==> src/rtl/shift_acc_engine.sv <==
// rtl/shift_acc_engine.sv - shift-and-accumulate engine: acc = (acc << SHIFT) + x over n_iter samples
module shift_acc_engine #(
  parameter int DATA_W = 100,
  parameter int CNT_W  = 7,
  parameter int SHIFT  = 1
) (
  input  logic              clk,
  input  logic              rst,
  input  logic              start,
  input  logic [CNT_W-1:0]  n_iter,
  input  logic              mode,
  input  logic [DATA_W-1:0] x,
  input  logic              x_valid,
  output logic              x_ready,
  output logic              busy,
  output logic              done,
  output logic [DATA_W-1:0] y,
  output logic              ovf
);

  typedef enum logic [1:0] {IDLE, RUN, DONE} state_t;

  localparam int FULL_W = DATA_W + SHIFT + 1;

  state_t              state;
  logic [DATA_W-1:0]   acc;
  logic [CNT_W-1:0]    cnt;
  logic [CNT_W-1:0]    n_lat;
  logic                mode_lat;
  logic                sticky;

  logic [FULL_W-1:0]   full;
  logic [DATA_W-1:0]   acc_next;
  logic                step_ovf;
  logic                accept;
  logic                last;

  // Extra headroom bits catch both shifted-out ones and the carry of the add.
  always_comb begin
    full     = (FULL_W'(acc) << SHIFT) + FULL_W'(x);
    step_ovf = |full[FULL_W-1:DATA_W];
    acc_next = (step_ovf && mode_lat) ? '1 : full[DATA_W-1:0];
  end

  assign accept = x_valid && x_ready;
  // Compare against n_lat-1 so the counter never has to reach 2^CNT_W.
  assign last   = accept && (cnt == n_lat - CNT_W'(1));

  always_ff @(posedge clk) begin
    if (rst) begin
      state    <= IDLE;
      acc      <= '0;
      cnt      <= '0;
      n_lat    <= '0;
      mode_lat <= 1'b0;
      sticky   <= 1'b0;
      y        <= '0;
      ovf      <= 1'b0;
      done     <= 1'b0;
      busy     <= 1'b0;
      x_ready  <= 1'b0;
    end else begin
      case (state)
        IDLE: begin
          done <= 1'b0;
          if (start) begin
            mode_lat <= mode;
            n_lat    <= n_iter;
            acc      <= '0;
            cnt      <= '0;
            sticky   <= 1'b0;
            busy     <= 1'b1;
            if (n_iter != '0) begin
              state   <= RUN;
              x_ready <= 1'b1;
            end else begin
              state <= DONE;
              y     <= '0;
              ovf   <= 1'b0;
              done  <= 1'b1;
            end
          end
        end
        RUN: begin
          if (accept) begin
            acc    <= acc_next;
            cnt    <= cnt + CNT_W'(1);
            sticky <= sticky | step_ovf;
            if (last) begin
              state   <= DONE;
              x_ready <= 1'b0;
              done    <= 1'b1;
              y       <= acc_next;
              ovf     <= sticky | step_ovf;
            end
          end
        end
        DONE: begin
          state <= IDLE;
          done  <= 1'b0;
          busy  <= 1'b0;
        end
        default: begin
          state   <= IDLE;
          done    <= 1'b0;
          busy    <= 1'b0;
          x_ready <= 1'b0;
        end
      endcase
    end
  end

endmodule

==> config.mk <==
export PLATFORM = sky130hd
export DESIGN_NAME = shift_acc_engine
export DESIGN_NICKNAME = d
export VERILOG_FILES = /design/src/rtl/shift_acc_engine.sv
export SDC_FILE = /design/constraint.sdc
export NUM_CORES = 1
export LEC_CHECK = 0
export ABC_AREA = 0
export BUFFER_PORTS_ARGS = -buffer_cell sky130_fd_sc_hd__buf_2
export CAP_MARGIN = 10
export CORE_ASPECT_RATIO = 1.2
export CORE_MARGIN = 2
export CORE_UTILIZATION = 39
export CTS_BUF_LIST = sky130_fd_sc_hd__clkbuf_2
export DETAILED_ROUTE_END_ITERATION = 6
export GPL_TIMING_DRIVEN = 1
export HOLD_SLACK_MARGIN = 0.06
export PLACE_DENSITY = 0.6
export SKIP_LAST_GASP = 1
export SYNTH_ARGS = -nofsm -noshare
export SYNTH_HDL_FRONTEND = slang
export SYNTH_SLANG_ARGS = --single-unit
==> constraint.sdc <==
create_clock -name clk -period 4.9 [get_ports clk]
set_clock_uncertainty 0.05 [all_clocks]
set_input_delay 0.245 -clock clk [delete_from_list [all_inputs] [get_ports clk]]
set_output_delay 0.245 -clock clk [all_outputs]
set_load 0.02 [all_outputs]
# [Yosys cells after proc, flatten, opt, wreduce, memory -nomap -nowiden]
# Index checks and enable logic that the tools add are counted.
[op_classes] eq_ne=8 muxes=37 add_sub_neg=3 n_bitwise=3 reduce_logical=14
[ops] op="100-bit two-way mux" count=7
[ops] op="100-bit one-hot mux with 2 select lines" count=2
[ops] op="101-bit by 100-bit adder with 102-bit output" count=1
[ops] op="1-bit two-way mux" count=15
[ops] op="7-bit two-way mux" count=2
[ops] op="7-bit one-hot mux with 2 select lines" count=1
[ops] op="2-bit != test, second input constant" count=5
[ops] op="5-bit AND reduction" count=2
[ops] op="2-bit two-way mux" count=4
[ops] op="1-bit one-hot mux with 2 select lines" count=4
[ops] op="7-bit by 1-bit adder with 7-bit output, second input constant" count=1
[ops] op="7-bit equality test" count=1
[ops] op="7-bit nonzero test" count=1
[ops] op="7-bit by 1-bit subtractor with 7-bit output, second input constant" count=1
[ops] op="2-bit AND reduction" count=3
[ops] op="3-bit AND reduction" count=2
[ops] op="2-bit one-hot mux with 2 select lines" count=1
[ops] op="1-bit logical AND" count=3
[ops] op="1-bit one-hot mux with 3 select lines" count=1
[ops] op="2-bit by 1-bit equality test with 1-bit output, second input constant" count=1
[ops] op="2-bit equality test, second input constant" count=1
[ops] op="2-bit zero test" count=1
[ops] op="1-bit NOT" count=2
[ops] op="2-bit nonzero test" count=1
[ops] op="other kinds (2)" count=2
[word_totals] input_bits=112 word_cells=76 reg_bits=222

# [Logic depth before layout (Yosys ltp)]
[logic_depth] word_depth=7 mapped_depth=16 mapped_depth_nobuf=14

# [Worst setup path before layout]
# No wires, ideal clock.
[synth_timing] path_type="register -> register" startpoint="reg acc[0]" endpoint="reg y[81]" slack_ns=1.275 setup_time_ns=0.117 arrival_time_ns=3.459 path_stages_with_launch=14 cell_sequence="dfxtp_1 ha_1 fa_1 a211oi_1 nor4_2 a211oi_2 nand2_1 a2bb2oi_1 a21oi_1 a211oi_2 o21ai_1 or4_1 a31o_2 a22o_1"
[synth_between] elab_chain_len=7
[synth_lines] element="start, declared" line="26" source="logic [DATA_W-1:0] acc;"
[synth_lines] element="start signal, assigned" line="86" source="acc <= acc_next;"
[synth_lines] element="101-bit by 100-bit adder with 102-bit output *" line="40" source="full = (FULL_W'(acc) << SHIFT) + FULL_W'(x);"
[synth_lines] element="2-bit OR reduction" line="41" source="step_ovf = |full[FULL_W-1:DATA_W];"
[synth_lines] element="1-bit logical AND" line="42" source="acc_next = (step_ovf && mode_lat) ? '1 : full[DATA_W-1:0];"
[synth_lines] element="100-bit two-way mux *" line="42"
[synth_lines] element="100-bit two-way mux *" line="89" source="if (last) begin"
[synth_lines] element="100-bit two-way mux *" line="85" source="if (accept) begin"
[synth_lines] element="100-bit one-hot mux with 2 select lines *" line="63" source="case (state)"
[synth_lines] element="end signal, assigned" line="93" source="y <= acc_next;"
[synth_lines] element="end, declared" line="17" source="output logic [DATA_W-1:0] y,"
# Mark *: on every way between the ends. The rest lies on a longest branch, timed or not. The select of a mux whose other input is x is not followed.
# A chain may end at the register's enable or synchronous reset.

# [Worst setup path after layout]
[layout_timing] startpoint="reg acc[0]" endpoint="reg y[43]"
# The elaborated chain is that of the path after synthesis.

==> reports/qor.csv <==
stage;metric;value;unit
run_status;status;complete, no violations;
floorplan;DIE WIDTH;178.6;um
power;leakage power;0.007948;uW
power;P per Cell Area;258.6;mW/mm^2
worst_setup_path;Worst Path Class, Setup;reg -> reg;
detailed_routing;drt total wl;49.37;mm
cts;Clock Tree Buf Depth;3;
detailed_routing;DR pass1 iterations;5;
sta;relative slew slack;24.39;%
sta;Setup TNS Final;0;ns
power;Peak VDD IR;0.1830;mV
synth;Synth top cells by count;222 x dfxtp_1, 162 x a21oi_1, 158 x nand2_1;
cts;# Post-CTS Setup Buffers;0;
synth;most common cell in the netlist;dfxtp_1;
floorplan;total core area;0.03594;sq mm
final_layout;fin area;0.01771;sq mm
worst_setup_path;CP Max Fanout;4;
worst_setup_path;Req. time, crit path;5.65;ns
synth;Synth Area per Inst;8.133;sq um
synth;Synth area leader;dfxtp_1;
final_layout;nets@finish;2302;
detailed_routing;post-route DRC violation count;0;
synth;Net Count, Synth;1968;
place;DP HPWL;35.85;mm
synth;post-synthesis cell type count;79;
sta;hold_ws;0.1630;ns
place;RePlAce Congestion;0.9249;
global_route;largest net degree at the start of global routing;58;
synth;Synth Cell Area;0.01426;sq mm
synth;asr flop ratio synth;0;%
sta;Setup Viol. Count Final;0;
worst_setup_path;Max stage delay on crit path;0.57;ns
floorplan;Rows;76;
worst_setup_path;Slowest-stage cell, CP;dlygate4sd3_1;
cts;total CTS buffers;57;
final_layout;post-route insts no fill;2596;
worst_setup_path;delay-heaviest family, CP;compound AO/OA/AOI/OAI gates;
global_route;first-pass GRT wire length;76.64;mm
detailed_routing;Vias/cell;5.644;
global_route;Overflow after GRT;0;
worst_setup_path;r2r startpoint;acc[0]$_SDFFE_PP0P_;
synth;Mapped Cells;1754;
run;max cap viols;0;
worst_setup_path;CP Buf/Inv Count;1;
floorplan;die height;213.5;um
cts;Clock Root Buffer;clkbuf_2;
place;Post-DP Area;0.01565;sq mm
cts;clock slew at reported path FFs;0.11;ns
synth;Post-synth EDFFs;0;
min_path;Hold Crit Class;in -> reg;
final_layout;share of cells above drive strength 1;16.55;%
global_route;vias in the first global route;14470;
worst_setup_path;CP Capture Type;register;
global_route;Tot GR Track Use;25.37;%
synth;Ys Warns;0;
place;Port-buffer cells;215;
synth;top area cells in the synthesized netlist;dfxtp_1 31%, ha_1 8.9%, a22o_1 8.7%;
final_layout;area overhead of the layout relative to synthesis;24.13;%
detailed_routing;Initial DRC Count;933;
detailed_routing;WL per Instance;19.02;um
detailed_routing;number of vias in the routed layout;14650;
worst_setup_path;critical path startpoint category;register;
min_path;min-delay src;x[76];
sta;period utilisation layout;95.16;%
cts;H-tree levels;2;
synth;Synth Flop Type;dfxtp_1;
place;placed cell count;2344;
floorplan;io pins;216;
sta;final slew viol count;0;
synth;post-synthesis register bit count;222;
worst_setup_path;Setup crit start;acc[0]$_SDFFE_PP0P_;
detailed_routing;Antenna Nets Post-Route;0;
sta;fin crit period;4.663;ns
floorplan;starting density of the core;39.69;%
sta;Slew @ Worst Pin;1.131;ns
cts;Worst-Skew Late Latency;0.93;ns
worst_setup_path;ordered list of cells on the worst path;ha_1 > fa_1 > a211oi_1 > nor4_2 > a211oi_2 > o211ai_4 > a21oi_2 > nor2_1 > nor3_1 > o21ai_0 > a31oi_1 > xor2_1 > dlygate4sd3_1 > nand2b_1 > a22o_1;
worst_setup_path;CP arrival;5.42;ns
sta;Highest Clock Rate;0.2145;GHz
global_route;antenna violations before repair;1;
cts;total clock sinks;222;
sta;RSZ-0062 raised after global routing;no;
floorplan;area of the die;0.03813;sq mm
synth;Synth top area share;31.16;%
cts;CTS tree;yes;
synth;sequential-to-total area share from yosys stat;31.16;%
power;Final Power;4580;uW
sta;Final Hold Violating Endpoints;0;
==> path summary, 6_finish.rpt <==
| path | end | slack (ns) | cells past startpoint |
|---|---|---|---|
| max reg2reg | y[43]$_SDFFE_PP0P_ | 0.24 | 15 |
| min | y[76]$_SDFFE_PP0P_ | 0.16 | 6 |
| max | y[43]$_SDFFE_PP0P_ | 0.24 | 15 |
| min reg2reg | y[63]$_SDFFE_PP0P_ | 0.41 | 2 |
==> report_power, final <==
group | internal [uW] | switching, uW
logic | 506 | 761
clock network | 536 | 801
registers | 1910 | 65.1
==> registers in the layout, indices dropped and copies added, names as in the netlist <==
signal    flops
acc         100
y           100
cnt           7
n_lat         7
state         2
busy          1
done          1
mode_lat      1
ovf           1
sticky        1
x_ready       1
==> metrics by stage <==
step | utilization [%] | setup WS (ns)
final | 49.26 | 0.2371
after global routing | 49.26 | 0.03368
after CTS | 49.26 | 0.2803
after detailed placement | 43.55 | 0.4314
after global placement | 43.55 | 0.5412
after floorplan | - | 1.275
==> per-layer routing <==
layer  up-vias  track usage (%)  share of wire [%]
met5         -                0                  0
met4         0            11.83                4.2
met3       108            3.227                5.5
met2       487            43.46                 48
met1      6924            31.58                 43
li1       7132                -                  -
==> cells by family after synthesis <==
group / after synthesis / synth area share [%]
and+or+nand+nor: 537 / 18.56
buffers and inverters: 153 / 4.219
DFF: 222 / 31.16
muxes: 16 / 1.202
adders and majority gates: 103 / 9.069
xor gates and xnor gates: 100 / 6.140
AOI/OAI and AO/OA: 623 / 29.66
==> layout by cell type (no fill, tap or decap), drive strengths merged, types with 8 or more instances in the layout <==
master       count
o211ai           8
o21a            16
buf            234
clkinv          17
a21boi          10
xnor2           58
inv             42
nand4           49
and3             9
a31oi           13
a211oi          16
nand3           26
a21oi          163
nor4            10
o21bai          28
a21o            36
xor2            42
clkbuf          78
nand2b          81
o21ai          133
a22o           141
or3             11
nor2           131
nand2          161
dlygate4sd3    153
nor3            24
mux2i           13
ha             101
a22oi           19
dfxtp          222
==> timing repair <==
action | CTS | global route
hold buffers | 153 | 0
endpoints found under the hold margin | 210 | 0
gates resized for setup | 0 | 0
==> tightest hold or removal path, cell delays in order <==
cell and delay, ns:
buf_2 0.09, ha_1 0.26, inv_1 0.12, xnor2_1 0.15, nand2b_1 0.10, a22o_1 0.12
==> cell type report <==
class                   count  area (sq um)
flip-flops and latches    222          4444
inverters                  41         153.9
fillers                  3620         18240
diodes                      1         2.502
repair buffers            387          2750
well taps                 468         585.6
clock inverters            20         130.1
clock buffers              78         390.4
multi-input cells        1379          9250
(Power assumes the default switching activity.)
